### config.mk
export PLATFORM = sky130hd
export DESIGN_NAME = mest_result_logger
export DESIGN_NICKNAME = d
export VERILOG_FILES = /design/src/rtl/mest_log_pkg.sv /design/src/rtl/mest_log_fifo.sv /design/src/rtl/mest_result_logger.sv
export SDC_FILE = /design/constraint.sdc
export NUM_CORES = 1
export LEC_CHECK = 0
export ABC_AREA = 1
export CORE_UTILIZATION = 61
export CTS_CLUSTER_SIZE = 14
export DETAILED_ROUTE_END_ITERATION = 16
export GPL_ROUTABILITY_DRIVEN = 0
export PLACE_DENSITY = 0.8
export SLEW_MARGIN = 20
export SYNTH_ARGS = -nofsm -noshare
export SYNTH_HDL_FRONTEND = slang
export SYNTH_SLANG_ARGS = --single-unit
### constraint.sdc
create_clock -name clk -period 3.6 [get_ports clk]
set_clock_uncertainty 0.05 [all_clocks]
set_input_delay 0.54 -clock clk [delete_from_list [all_inputs] [get_ports clk]]
set_output_delay 0.54 -clock clk [all_outputs]
set_load 0.02 [all_outputs]
### src/rtl/mest_log_pkg.sv
// Shared types and defaults for the processor result logger.
package mest_log_pkg;

  localparam int DEF_DEPTH  = 8;
  localparam int DEF_DATA_W = 8;

  typedef enum logic [1:0] {
    IDLE     = 2'd0,
    LOGGING  = 2'd1,
    DRAINING = 2'd2,
    DONE     = 2'd3
  } state_t;

  typedef struct packed {
    logic                  carry;
    logic                  zero;
    logic [DEF_DATA_W-1:0] result;
  } entry_t;

endpackage

### src/rtl/mest_log_fifo.sv
// First-word fall-through FIFO holding logged entries; storage is not reset.
module mest_log_fifo
  import mest_log_pkg::*;
#(
  parameter int DEPTH = DEF_DEPTH,
  parameter int WIDTH = DEF_DATA_W + 2
) (
  input  logic                     clk,
  input  logic                     rst,
  input  logic                     clr,
  input  logic                     push,
  input  logic                     pop,
  input  logic [WIDTH-1:0]         wdata,
  output logic [WIDTH-1:0]         rdata,
  output logic [$clog2(DEPTH):0]   level,
  output logic                     full,
  output logic                     empty
);

  localparam int PTR_W = $clog2(DEPTH);
  localparam logic [PTR_W:0] FULL_LVL = (PTR_W+1)'(DEPTH);

  logic [WIDTH-1:0] mem [DEPTH];
  logic [PTR_W-1:0] wptr;
  logic [PTR_W-1:0] rptr;
  logic             wr_en;
  logic             rd_en;

  assign full  = (level == FULL_LVL);
  assign empty = (level == '0);
  // A full FIFO still accepts a write when the head leaves in the same cycle.
  assign wr_en = push && (!full || pop);
  assign rd_en = pop && !empty;

  always_ff @(posedge clk or posedge rst) begin
    if (rst) begin
      wptr  <= '0;
      rptr  <= '0;
      level <= '0;
    end else if (clr) begin
      wptr  <= '0;
      rptr  <= '0;
      level <= '0;
    end else begin
      if (wr_en) wptr <= wptr + 1'b1;
      if (rd_en) rptr <= rptr + 1'b1;
      case ({wr_en, rd_en})
        2'b10:   level <= level + 1'b1;
        2'b01:   level <= level - 1'b1;
        default: level <= level;
      endcase
    end
  end

  always_ff @(posedge clk) begin
    if (wr_en && !clr) mem[wptr] <= wdata;
  end

  // Head is forced to zero when empty so the output reads zero out of reset.
  assign rdata = empty ? '0 : mem[rptr];

endmodule

### src/rtl/mest_result_logger.sv
// Captures qualified processor results into a FIFO and drains them downstream after program end.
module mest_result_logger
  import mest_log_pkg::*;
#(
  parameter int DEPTH  = DEF_DEPTH,
  parameter int DATA_W = DEF_DATA_W
) (
  input  logic                      clk,
  input  logic                      i_reset,
  input  logic                      i_start,
  input  logic                      i_memory_reset,
  input  logic [DATA_W-1:0]         i_result,
  input  logic                      i_valid_result,
  input  logic                      i_carry,
  input  logic                      i_zero_flag,
  input  logic                      i_all_done,
  output logic [DATA_W+1:0]         o_out_data,
  output logic                      o_out_valid,
  input  logic                      i_out_ready,
  output logic [$clog2(DEPTH):0]    o_level,
  output logic                      o_overflow,
  output logic [7:0]                o_drop_count,
  output logic                      o_drained
);

  state_t state;
  state_t state_next;
  logic   full;
  logic   empty;
  logic   push_req;
  logic   pop;
  logic   drop;

  assign push_req = i_valid_result && (state == LOGGING);
  assign pop      = o_out_valid && i_out_ready;
  assign drop     = push_req && full && !pop;

  mest_log_fifo #(
    .DEPTH (DEPTH),
    .WIDTH (DATA_W + 2)
  ) u_fifo (
    .clk   (clk),
    .rst   (i_reset),
    .clr   (i_memory_reset),
    .push  (push_req),
    .pop   (pop),
    .wdata ({i_carry, i_zero_flag, i_result}),
    .rdata (o_out_data),
    .level (o_level),
    .full  (full),
    .empty (empty)
  );

  assign o_out_valid = !empty;
  assign o_drained   = (state == DONE);

  always_ff @(posedge clk or posedge i_reset) begin
    if (i_reset) state <= IDLE;
    else         state <= state_next;
  end

  always_comb begin
    state_next = state;
    if (i_memory_reset) begin
      state_next = IDLE;
    end else begin
      case (state)
        IDLE:     if (i_start)    state_next = LOGGING;
        LOGGING:  if (i_all_done) state_next = DRAINING;
        // Registered level: DONE follows one cycle after the last pop.
        DRAINING: if (empty)      state_next = DONE;
        DONE:     if (i_start)    state_next = LOGGING;
        default:                  state_next = IDLE;
      endcase
    end
  end

  always_ff @(posedge clk or posedge i_reset) begin
    if (i_reset) begin
      o_overflow   <= 1'b0;
      o_drop_count <= '0;
    end else if (i_memory_reset) begin
      o_overflow   <= 1'b0;
      o_drop_count <= '0;
    end else if (drop) begin
      o_overflow <= 1'b1;
      if (o_drop_count != 8'hFF) o_drop_count <= o_drop_count + 8'd1;
    end
  end

endmodule
==> results.py, run 1 <==
metrics = {
    "worst_setup_path": {
        "r2r-end": "u_fifo.level[3]",
        "worstPathCellList": "inv_1 > o21ai_0 > o22ai_1 > o21ai_1 > a31oi_1 > clkdlybuf4s50_1",
        "max_stage_delay_ns": 0.67,
        "rr_worst_depth": 11,
        "r2r_setup_slack_ns": 1.19,
        "worst_ep_required_time_ns": 3.01,
        "r2r_start": "u_fifo.level[0]",
        "cp-start-kind": "flop",
        "critPathKind": "reg2out",
        "cp_slowest_cell": "clkdlybuf4s50_1",
        "path_max_fanout": 21,
        "endpoint_kind": "output pin",
        "crit_arrival_ns": 2.66,
    },
    "timing": {
        "tns_ns": 0,
        "whs_ns": 0.464,
        "fmax_mhz": 307,
        "min_period_ns": 3.25,
        "setup_viol": 0,
        "hold_viol_final": 0,
        "maxSlewViolCount": 0,
        "slew_headroom_pct": 45.2,
        "worstMarginPinSlew_ns": 0.822,
        "rsz0062_at_grt": "no",
        "period_share_pct": 90.4,
    },
    "floorplanning": {
        "core_area_sq_mm": 0.00687,
        "start_util_pct": 63.7,
        "die-width_um": 86.7,
        "die_area_sq_mm": 0.00752,
        "io_pins": 42,
        "fp.dieH_um": 86.7,
        "rows": 30,
    },
    "pwr": {
        "pwr-share-seq_pct": 44.1,
        "clkPwrFrac_pct": 23.9,
        "p_sw_mw": 1.06,
        "ir_drop_mv": 0.376,
        "internal_power_mw": 2.00,
        "sw_frac_of_total_pct": 34.6,
        "p_per_area_mw_per_mm2": 596,
        "combPwrFrac_pct": 32.0,
        "finalPower_mw": 3.06,
        "leakagePower_nw": 1.93,
    },
    "yosys": {
        "synth_cell_types": 28,
        "ys_ff_latch": 101,
        "synth_seq_area_share_pct": 66.9,
        "syn_area_per_cell_sq_um": 11.0,
        "netlist_instances": 398,
        "yosys_warnings": 0,
        "synth_area_sq_mm": 0.00438,
        "syn-num-nets": 424,
    },
    "clock_tree": {
        "cts_buffers": 9,
        "cts_root_buffer": "clkbuf_8",
        "clk_pin_slew_ns": 0.09,
        "clkSinkCount": 101,
        "cts_tree": "done",
        "clockBufferDepth": 2,
        "cts_resized": 0,
        "hold_buffers": 0,
        "post_cts_buffers": 0,
        "clk_latency_ns": 0.36,
        "htree_levels": 3,
    },
    "run": {
        "maxCapViolations": 0,
    },
    "global_route": {
        "grt_max_degree": 27,
        "first_global_vias": 2911,
        "grt_pass1_wl_um": 14600,
        "grt-ovfl-total": 0,
        "antenna_found_initial": 0,
        "grt_usage_pct": 26.5,
    },
    "routing": {
        "vias": 3123,
        "via_per_inst": 5.71,
        "wl_per_cell_um": 17.2,
        "ant_nets": 0,
        "drtIter0Drc": 258,
        "drtPass1Iterations": 5,
        "totalWireLength_um": 9400,
        "drc_errors": 0,
    },
    "worst_hold_path": {
        "whs_path_depth": 2,
        "min_from": "o_overflow",
        "hp-class": "reg2reg",
        "worst_hold_path.endpoint": "o_overflow",
    },
    "place": {
        "hpwlAfterDp_um": 6060,
        "io_buffers": 41,
    },
    "final_layout": {
        "final_cell_mix": "nor2_1, edfxtp_1, o21ai_0",
        "antenna_cells": 0,
        "multi_input_area_sq_mm": 0.00126,
        "seqCellArea_sq_mm": 0.00293,
        "area_delta_synth_final_pct": 17.4,
        "nNetsFinal": 472,
        "final_common_cell": "nor2_1",
        "fill_cells": 448,
        "drive_gt1_share_pct": 7.98,
    },
    "run_status": {
        "outcome": "finished clean",
    },
}
## Yosys cell counts
cell type / count / area share [%]
a31oi_1: 10 / 1.4
edfxtp_1: 80 / 55
nor2_1: 82 / 7.0
o21a_1: 2 / 0.34
o22ai_1: 10 / 1.4
o31ai_1: 1 / 0.17
nor3_1: 1 / 0.11
nor2_2: 2 / 0.29
nor3b_2: 1 / 0.29
buf_6: 1 / 0.26
nor2_4: 2 / 0.51
nand3_2: 1 / 0.23
clkbuf_1: 11 / 0.94
ha_1: 9 / 2.6
o21ai_2: 1 / 0.20
a21oi_1: 5 / 0.57
nand4_1: 2 / 0.29
nand3b_1: 2 / 0.34
nand3_1: 10 / 1.1
o21ai_1: 4 / 0.46
a22oi_1: 1 / 0.17
xnor2_1: 3 / 0.60
dfrtp_1: 21 / 12
buf_2: 6 / 0.69
inv_1: 28 / 2.4
nand2_1: 43 / 3.7
xor2_1: 2 / 0.40
o21ai_0: 57 / 6.5
## metrics by stage
stage	setup slack [ns]	util, %	instances	cell area [sq um]
2_1_floorplan	1.54	-	398	4380
3_3_place_gp	0.862	71.7	531	4930
3_5_place_dp	0.730	71.7	531	4930
4_1_cts	0.327	74.8	547	5140
5_1_grt	0.213	74.8	547	5140
6_report	0.347	74.8	547	5140
## flip-flops by register name (all words and copies together) (netlist names)
signal        flops
o_drop_count      8
o_overflow        1
state             2
u_fifo.level      4
u_fifo.mem       80
u_fifo.rptr       3
u_fifo.wptr       3
## final cells by class
class	instances	area share, %
repair buffers	55	10.0
flip-flops and latches	101	57.0
clock inverters	6	1.58
well taps	96	2.34
inverters	28	2.05
multi-input cells	251	24.5
clock buffers	10	2.48
## per-layer routing
layer	vias to the layer above	global-route usage [%]	routed length (um)
met3	20	4.67	590
met2	130	40.4	4470
li1	1480	-	-
met1	1493	38.3	4120
met4	0	10.9	212
met5	-	0	0
## critical path, delay by kind of cell (launching register included)
kind / cells / cell delay (ns)
buf+inv: 2 / 1.18
compound gates: 4 / 0.74
flops: 1 / 0.39
## worst max-delay path by stage
| stage | endpoint | slack, ns | cells past startpoint | from |
|---|---|---|---|---|
| 2_1_floorplan | o_out_data[2] | 1.54 | 5 | u_fifo.level[0] |
| 3_3_place_gp | o_out_data[5] | 0.86 | 6 | u_fifo.rptr[1] |
| 3_5_place_dp | o_out_data[4] | 0.73 | 6 | u_fifo.rptr[1] |
| 4_1_cts | o_out_data[4] | 0.33 | 6 | u_fifo.rptr[1] |
| 5_1_grt | o_out_data[8] | 0.21 | 6 | u_fifo.rptr[1] |
| 6_report | o_out_data[4] | 0.35 | 6 | u_fifo.rptr[1] |
## kinds of logic after synthesis
family,count (synthesis),synth area share (%)
buffers and inverters,46,4.29
xor gates and xnor gates,5,1.00
and+or+nand+nor,146,13.9
DFF,101,66.9
adders and majority gates,9,2.57
AOI/OAI and AO/OA,91,11.3
## power groups by stage
stage	Combinational, mW	Clock [mW]	Sequential (mW)
3_3_place_gp	0.940	0	1.37
3_5_place_dp	0.964	0	1.37
4_1_cts	0.976	0.740	1.35
6_report	0.980	0.734	1.35
2_1_floorplan	0.597	0	1.38
5_1_grt	1.08	0.784	1.36
Power figures use the tool's default switching activity.
==> inputs of run 2 (changes only) <==
--- a/config.mk
+++ b/config.mk
@@ -5,7 +5,7 @@
 export SDC_FILE = /design/constraint.sdc
 export NUM_CORES = 1
 export LEC_CHECK = 0
-export ABC_AREA = 1
+export ABC_AREA = 0
 export CORE_UTILIZATION = 61
 export CTS_CLUSTER_SIZE = 14
 export DETAILED_ROUTE_END_ITERATION = 16
==> run 2 against run 1 <==
Net effect: clock power shrank 11%; first-iteration DRC count is 52% lower; largest cell class unchanged; routed wire length fell by 20%; synthesized cell count shrank 33%; design area shrank 1.9%; core utilization is 0.57 points lower.
==> results.py, run 2 <==
metrics = {
    "yosys": {
        "synth_area_leaders": "edfxtp_1, dfrtp_1, mux4_2",
        "synth_seq_area_share_pct": 68.2,
        "yosys_warnings": 0,
        "yosys.area_share.simple_pct": 7.90,
        "yosysMostFrequentCell": "edfxtp_1",
        "synth_compound_area_share_pct": 2.94,
        "yosysTopAreaCellShare_pct": 56.0,
        "synth_area_sq_mm": 0.00429,
        "synthMuxAreaShare_pct": 14.0,
        "ys_ff_latch": 101,
        "synth_top_family_by_area": "multiplexers",
        "synthFlopType": "edfxtp_1",
        "yosys.area.top_type": "edfxtp_1",
        "yosys.area_share.adder_pct": 2.62,
        "syn-num-nets": 291,
        "synth_edf_count": 80,
        "synth.top_cells.by_count": "edfxtp_1, nor2_1, dfrtp_1",
        "postSynth.asyncResetShare_pct": 20.8,
        "synth_cell_types": 36,
        "syn_area_per_cell_sq_um": 16.2,
        "synth_xor_area_share_pct": 2.65,
        "netlist_instances": 265,
    },
    "final_layout": {
        "nNetsFinal": 344,
        "reg.largest.list": "u_fifo.mem (80), o_drop_count (8), u_fifo.level (4)",
        "final_common_cell": "edfxtp_1",
        "fill_cells": 451,
        "drive_gt1_share_pct": 16.8,
        "multi_input_area_sq_mm": 0.00129,
        "final_cell_mix": "edfxtp_1, clkdlybuf4s50_1, nor2_1",
        "top_register": "u_fifo.mem",
        "largest_register_ffs": 80,
        "antenna_cells": 0,
        "final_cell_area_sq_mm": 0.00504,
        "area_delta_synth_final_pct": 17.5,
        "fin_cells": 418,
        "seqCellArea_sq_mm": 0.00293,
    },
    "clock_tree": {
        "cts_tree": "done",
        "cts_root_buffer": "clkbuf_8",
        "clkSinkCount": 101,
        "cts_resized": 0,
        "clk_latency_ns": 0.35,
        "hold_buffers": 0,
        "clockBufferDepth": 2,
        "clk_pin_slew_ns": 0.09,
        "cts_buffers": 9,
        "htree_levels": 3,
        "post_cts_buffers": 0,
    },
    "routing": {
        "totalWireLength_um": 7560,
        "vias": 2333,
        "drtPass1Iterations": 4,
        "ant_nets": 0,
        "drc_errors": 0,
        "drtIter0Drc": 125,
        "wl_per_cell_um": 18.1,
        "via_per_inst": 5.58,
    },
    "worst_setup_path": {
        "r2r_start": "u_fifo.level[0]",
        "rr_worst_depth": 10,
        "cp-start-kind": "flop",
        "worstPathCellList": "buf_4 > mux4_2 > mux2i_1 > nor2_1 > clkdlybuf4s50_1",
        "r2r-end": "u_fifo.level[3]",
        "max_stage_delay_ns": 0.56,
        "endpoint_kind": "output pin",
        "crit_arrival_ns": 2.53,
        "cpLargestDelayFamily": "buffers and inverters",
        "cp_slowest_cell": "mux4_2",
        "cp_num_buf_inv": 2,
        "worst_ep_required_time_ns": 3.01,
        "r2r_setup_slack_ns": 0.80,
        "path_max_fanout": 20,
        "critPathKind": "reg2out",
    },
    "global_route": {
        "grt_pass1_wl_um": 12100,
        "grt-ovfl-total": 0,
        "first_global_vias": 2325,
        "grt_usage_pct": 22.9,
        "grt_max_degree": 25,
        "antenna_found_initial": 0,
    },
    "timing": {
        "maxSlewViolCount": 0,
        "min_period_ns": 3.12,
        "tns_ns": 0,
        "worstMarginPinSlew_ns": 0.803,
        "period_share_pct": 86.5,
        "hold_viol_final": 0,
        "rsz0062_at_grt": "no",
        "setup_viol": 0,
        "fmax_mhz": 321,
        "slew_headroom_pct": 46.4,
    },
    "place": {
        "dpl_cell_area_sq_mm": 0.00486,
        "hpwlAfterDp_um": 4910,
        "io_buffers": 41,
        "placed_cells": 403,
    },
    "floorplanning": {
        "die-width_um": 85.9,
        "core_area_sq_mm": 0.00679,
        "start_util_pct": 63.2,
        "io_pins": 42,
        "die_area_sq_mm": 0.00737,
        "fp.dieH_um": 85.9,
        "rows": 30,
    },
    "pwr": {
        "finalPower_mw": 2.70,
        "clkPwrFrac_pct": 24.2,
        "leakagePower_nw": 1.73,
        "p_per_area_mw_per_mm2": 536,
        "sw_frac_of_total_pct": 29.6,
        "ir_drop_mv": 0.292,
        "pwr-share-seq_pct": 49.7,
        "combPwrFrac_pct": 26.1,
        "internal_power_mw": 1.90,
        "p_sw_uw": 800,
    },
    "worst_hold_path": {
        "hp-class": "reg2reg",
        "min_from": "o_overflow",
        "worst_hold_path.endpoint": "o_overflow",
        "whs_path_depth": 2,
    },
    "run_status": {
        "outcome": "finished clean",
    },
    "run": {
        "maxCapViolations": 0,
    },
}
## run 2: layout make-up
cell class | count | share of cell area [%]
clock buffer | 9 | 2.46
clock inverter | 6 | 1.09
inverter | 7 | 0.571
multi-input combinational | 147 | 25.7
sequential | 101 | 58.1
tap | 96 | 2.38
timing repair buffer | 52 | 9.78
## run 2: how the worst max path moves through the flow
stage	depth (start not counted)	end	slack (ns)	from
2_1_floorplan	5	u_fifo.mem[0][0]	0.92	i_out_ready
3_3_place_gp	6	u_fifo.mem[0][2]	0.85	i_out_ready
3_5_place_dp	6	u_fifo.mem[0][3]	0.73	i_out_ready
4_1_cts	5	o_out_data[9]	0.44	u_fifo.rptr[0]
5_1_grt	5	o_out_data[9]	0.31	u_fifo.rptr[0]
6_report	5	o_out_data[9]	0.48	u_fifo.rptr[0]
## run 2: routing by layer
metal  track usage [%]  part of all wire, %  vias up
li1                  -                    -     1111
met1              32.8                   45     1161
met3              4.23                  4.2       11
met4              10.2                  1.8        0
met2              35.1                   49       50
met5                 0                    0        -
## run 2: worst min-delay path: cells and delay by family, from the launching register on
family           cells  cell delay (ns)
flip-flops           1             0.38
AND/OR/NAND/NOR      1             0.09
AO/OA/AOI/OAI        1             0.05
## run 2: logic make-up after synthesis
group                      after synthesis
muxes                                   35
DFF                                    101
buffers and inverters                   17
xor gates and xnor gates                13
AOI/OAI and AO/OA                       19
adders and majority gates                9
and+or+nand+nor                         71
## run 2: through the flow
stage          util, %  setup slack (ns)  hold WS [ns]
2_1_floorplan        -             0.918         0.453
3_3_place_gp      71.6             0.852         0.453
3_5_place_dp      71.6             0.732         0.471
4_1_cts           74.2             0.445         0.514
5_1_grt           74.2             0.308         0.529
6_report          74.2             0.485         0.511
## run 2: power by group through the flow
stage | sequential (mW) | combinational (mW) | clock (mW)
finish | 1.34 | 0.704 | 0.655
global route | 1.35 | 0.770 | 0.714
CTS | 1.34 | 0.716 | 0.672
detailed placement | 1.37 | 0.712 | 0
global placement | 1.37 | 0.698 | 0
floorplan | 1.37 | 0.488 | 0
==> inputs of run 3 (changes only) <==
--- a/config.mk
+++ b/config.mk
@@ -6,6 +6,7 @@
 export NUM_CORES = 1
 export LEC_CHECK = 0
 export ABC_AREA = 0
+export CORE_MARGIN = 1.5
 export CORE_UTILIZATION = 61
 export CTS_CLUSTER_SIZE = 14
 export DETAILED_ROUTE_END_ITERATION = 16
==> run 3 against run 2 <==
Net effect: register-to-register slack is essentially flat; worst setup slack improved by 0.21 ns; die area is 2.3% higher; sequential cell count is the same; routed wire length up 2.1%; total power fell by 0.42%; cell count up 0.48%; design area is essentially flat; combinational power up 3%; maximum frequency up 7.2%; first-iteration DRC count did not move; sequential power hardly changed.
==> results.py, run 3 (same netlist as run 2, synthesis figures left out) <==
metrics = {
    "run_status": {
        "outcome": "finished clean",
    },
    "timing": {
        "fin_ws_ns": 0.694,
        "setup_viol": 0,
        "fmax_mhz": 344,
        "worstMarginPinSlew_ns": 0.840,
        "slew_headroom_pct": 44.0,
        "min_period_ns": 2.91,
        "period_share_pct": 80.7,
        "maxSlewViolCount": 0,
        "rsz0062_at_grt": "no",
        "tns_ns": 0,
        "hold_viol_final": 0,
    },
    "routing": {
        "drc_errors": 0,
        "via_per_inst": 5.66,
        "wl_per_cell_um": 18.4,
        "totalWireLength_um": 7720,
        "ant_nets": 0,
        "drtIter0Drc": 125,
        "vias": 2378,
        "drtPass1Iterations": 4,
    },
    "worst_setup_path": {
        "endpoint_kind": "output pin",
        "path_max_fanout": 12,
        "worst_ep_required_time_ns": 3.01,
        "crit_arrival_ns": 2.32,
        "critPathKind": "reg2out",
        "cp-start-kind": "flop",
    },
    "clock_tree": {
        "clkSinkCount": 101,
        "cts_tree": "done",
        "post_cts_buffers": 0,
        "hold_buffers": 0,
        "htree_levels": 3,
        "cts_resized": 0,
        "clockBufferDepth": 2,
        "clk_latency_ns": 0.34,
        "cts_buffers": 9,
        "clk_pin_slew_ns": 0.09,
        "cts_root_buffer": "clkbuf_8",
    },
    "final_layout": {
        "area_delta_synth_final_pct": 17.6,
        "nNetsFinal": 345,
        "reg.largest.list": "u_fifo.mem (80), o_drop_count (8), u_fifo.level (4)",
        "drive_gt1_share_pct": 17.0,
        "antenna_cells": 0,
        "final_util_pct": 74.3,
        "largest_register_ffs": 80,
        "top_register": "u_fifo.mem",
        "final_cell_mix": "edfxtp_1, clkdlybuf4s50_1, nor2_1",
        "final_common_cell": "edfxtp_1",
    },
    "global_route": {
        "antenna_found_initial": 0,
        "grt_pass1_wl_um": 12400,
        "grt_usage_pct": 22.8,
        "first_global_vias": 2382,
        "grt-ovfl-total": 0,
        "grt_max_degree": 25,
    },
    "worst_hold_path": {
        "hp-class": "reg2reg",
    },
    "pwr": {
        "ir_drop_mv": 0.330,
        "leakagePower_nw": 1.73,
        "p_per_area_mw_per_mm2": 533,
    },
    "floorplanning": {
        "start_util_pct": 63.2,
        "die-width_um": 86.9,
        "rows": 30,
        "io_pins": 42,
        "die_area_sq_mm": 0.00755,
        "fp.dieH_um": 86.9,
        "core_area_sq_mm": 0.00679,
    },
    "place": {
        "dpl_worst_slack_ns": 0.674,
        "hpwlAfterDp_um": 5080,
        "io_buffers": 41,
    },
    "run": {
        "maxCapViolations": 0,
    },
}
==> run 3: area by class of cell <==
class,instances,area (sq um)
fillers,428,1750
clock buffers,9,124
flip-flops and latches,101,2930
clock inverters,7,50.0
inverters,7,28.8
well taps,96,120
multi-input cells,147,1290
repair buffers,53,500
==> run 3: worst paths after layout <==
| check | start | end | slack [ns] | cells past startpoint |
|---|---|---|---|---|
| max | u_fifo.rptr[0] | o_out_data[8] | 0.69 | 5 |
| min | o_overflow | o_overflow | 0.49 | 2 |
| max reg2reg | u_fifo.level[0] | u_fifo.level[3] | 0.80 | 10 |
| min reg2reg | o_overflow | o_overflow | 0.49 | 2 |
| max in group asynchronous | i_reset | o_drop_count[0] | 2.37 | 2 |
| min in group asynchronous | i_reset | u_fifo.level[2] | 0.60 | 2 |
==> run 3: critical path, stage by stage, from the launching register on <==
cell	delay (ns)
dfrtp_1	0.35
buf_4	0.26
mux4_2	0.57
mux2i_1	0.16
nor2_1	0.05
clkdlybuf4s50_1	0.56
==> run 3: routing by layer <==
layer	global-route usage (%)	part of all wire, %
met1	32.6	45
met2	35.8	49
met3	5.12	4.1
met4	6.89	1.9
met5	0	0
==> run 3: metrics by stage <==
stage / area [sq um] / hold slack (ns) / instances / power, mW
after global placement: 4870 / 0.464 / 404 / 2.08
final: 5040 / 0.495 / 420 / 2.69
after CTS: 5040 / 0.500 / 420 / 2.71
after detailed placement: 4870 / 0.474 / 404 / 2.09
after global routing: 5040 / 0.529 / 420 / 2.82
after floorplan: 4290 / 0.453 / 265 / 1.86
==> run 3: where the power goes <==
part           internal (mW)  leakage, nW  switching (mW)  total [mW]
Combinational          0.347        0.631           0.376       0.722
Sequential              1.30         1.01          0.0371        1.34
Clock                  0.255       0.0889           0.376       0.631
Total                   1.90         1.73           0.788        2.69
==> RTL change (config.mk and constraints of run 1) <==
The 4 states of `state_t` get a one-hot encoding in 4 bits.
--- a/src/rtl/mest_log_pkg.sv
+++ b/src/rtl/mest_log_pkg.sv
@@ -4,11 +4,11 @@
   localparam int DEF_DEPTH  = 8;
   localparam int DEF_DATA_W = 8;
 
-  typedef enum logic [1:0] {
-    IDLE     = 2'd0,
-    LOGGING  = 2'd1,
-    DRAINING = 2'd2,
-    DONE     = 2'd3
+  typedef enum logic [3:0] {
+    IDLE     = 4'b0001,
+    LOGGING  = 4'b0010,
+    DRAINING = 4'b0100,
+    DONE     = 4'b1000
   } state_t;
 
   typedef struct packed {
Formal check against the unedited RTL: no difference found for any inputs over 4 cycles, from zero or initial values and one cycle with i_reset high; so few cycles prove little.
==> RTL change against run 1 <==
Global-route usage grew 0.78 points. Sequential cell count increased by 2. Count of clock-buffer cells in the layout unchanged. Fmax increased by 2.4%. Wire length increased by 6.2%. Area after synthesis grew 4.9%. Worst setup slack gained 0.078 ns. Final area up 3.5%. First-iteration DRC count is 19% higher. Synthesized cell count rose by 5.0%. Critical path type unchanged.
Power is not compared: it rests on default switching activity, and its combinational part moved more than twofold at a synthesized area within 25%.
==> RTL change: results (changes against run 1) <==
<table>
<tr><th>Metric</th><th>Value</th></tr>
<tr><th colspan="2">Finish</th></tr>
<tr><td>Buffering overhead</td><td>9.79% (-0.25 points)</td></tr>
<tr><td>Comb_multi_in</td><td>264 (+5.2%)</td></tr>
<tr><td>Fraction of standard cell area that is sequential</td><td>56.0% (-0.97 points)</td></tr>
<tr><td>Fillcell total</td><td>518 (+16%)</td></tr>
<tr><td>Fraction of area in clock buffers and inverters</td><td>3.39% (-0.68 points)</td></tr>
<tr><td>Largest registers</td><td>u_fifo.mem: 80 flops, o_drop_count: 8 flops</td></tr>
<tr><td>Multi-input gate area</td><td>1390 µm² (+10%)</td></tr>
<tr><td>Number of non-clock buffers in the layout</td><td>54 (-1.8%)</td></tr>
<tr><td>Total Nets Final</td><td>487 (+3.2%)</td></tr>
<tr><td>Proportion of layout cells with a drive suffix above 1</td><td>11.3% (+3.3 points)</td></tr>
<tr><th colspan="2">Worst setup path</th></tr>
<tr><td>Beginning of the critical path</td><td>u_fifo.rptr[0]</td></tr>
<tr><td>Slowest Stage Delay on Critical Path</td><td>0.65 ns (-0.02 ns)</td></tr>
<tr><td>Endpoint of the worst-slack reg-to-reg timing path</td><td>u_fifo.mem[4][9]</td></tr>
<tr><td>Cell count of the worst reg-to-reg path</td><td>8 (-3)</td></tr>
<tr><td>Critical path data arrival time</td><td>2.59 ns (-0.07 ns)</td></tr>
<tr><th colspan="2">Global route</th></tr>
<tr><td>Overall global routing resource usage</td><td>27.3% (+0.78 points)</td></tr>
<tr><td>Wire length of the first global-routing pass</td><td>15,600 µm (+7.2%)</td></tr>
<tr><td>Vias in the first global route</td><td>3,196 (+9.8%)</td></tr>
<tr><td>Largest net degree at the start of global routing</td><td>42 (+56%)</td></tr>
<tr><th colspan="2">Drt</th></tr>
<tr><td>Total via count after detailed routing</td><td>3,305 (+5.8%)</td></tr>
<tr><td>Drt first-iter violations</td><td>306 (+19%)</td></tr>
<tr><th colspan="2">Synth</th></tr>
<tr><td>Post-synthesis sequential element count</td><td>103 (+2.0%)</td></tr>
<tr><td>Sequential area share after synthesis</td><td>64.9% (-2.0 points)</td></tr>
<tr><td>Synth top cells by count</td><td>nor2_1, edfxtp_1, nand2_1</td></tr>
<tr><td>Count of distinct cell types in the synthesized netlist</td><td>35 (+25%)</td></tr>
<tr><td>Share of async-settable or async-resettable flops after synthesis</td><td>22.3% (+1.5 points)</td></tr>
<tr><th colspan="2">Outcome</th></tr>
<tr><td>Result of the run</td><td>complete, no violations</td></tr>
<tr><th colspan="2">Placement</th></tr>
<tr><td>Worst slack after detailed placement</td><td>0.827 ns (+0.0975 ns)</td></tr>
</table>
## RTL change: worst min path at each step
stage | start | to | depth (start not counted) | slack [ns]
after floorplan | state[1] | state[1] | 2 | 0.44
after CTS | o_overflow | o_overflow | 2 | 0.49
after detailed placement | o_overflow | o_overflow | 2 | 0.45
final | o_overflow | o_overflow | 2 | 0.49
after global routing | o_overflow | o_overflow | 2 | 0.51
after global placement | o_overflow | o_overflow | 2 | 0.45
## RTL change: metal layers
| metal | vias to the layer above | wire length (µm) | GRT usage [%] |
|---|---|---|---|
| met1 | 1614 | 4160 | 34.0 |
| met3 | 20 | 537 | 7.09 |
| met2 | 117 | 5130 | 46.6 |
| li1 | 1554 | - | - |
| met5 | - | 0 | 0 |
| met4 | 0 | 151 | 9.24 |
## RTL change: per-stage QoR
step           instance area [µm²]  power (µW)  instances  hold slack [ns]
5_1_grt                       5320        2610        569            0.513
6_report                      5320        2500        569            0.491
4_1_cts                       5320        2510        569            0.486
3_3_place_gp                  5140        1830        553            0.450
3_5_place_dp                  5140        1850        553            0.453
2_1_floorplan                 4590        1680        418            0.445
## RTL change: logic make-up (layout without fill, tap and decap cells)
logic type / Yosys count / count (layout) / share of synthesized area, %
simple gates: 181 / 181 / 18.0
flops: 103 / 103 / 64.9
fa+ha+maj: 5 / 5 / 1.36
compound gates: 75 / 75 / 10.4
xor+xnor: 3 / 3 / 0.573
buf+inv: 51 / 103 / 4.77
## RTL change: power by group through the flow
stage | sequential [µW] | clock [µW] | combinational (µW)
final | 1350 | 670 | 478
after global routing | 1360 | 727 | 526
after global placement | 1370 | 0 | 454
after CTS | 1350 | 681 | 478
after detailed placement | 1380 | 0 | 477
after floorplan | 1380 | 0 | 303
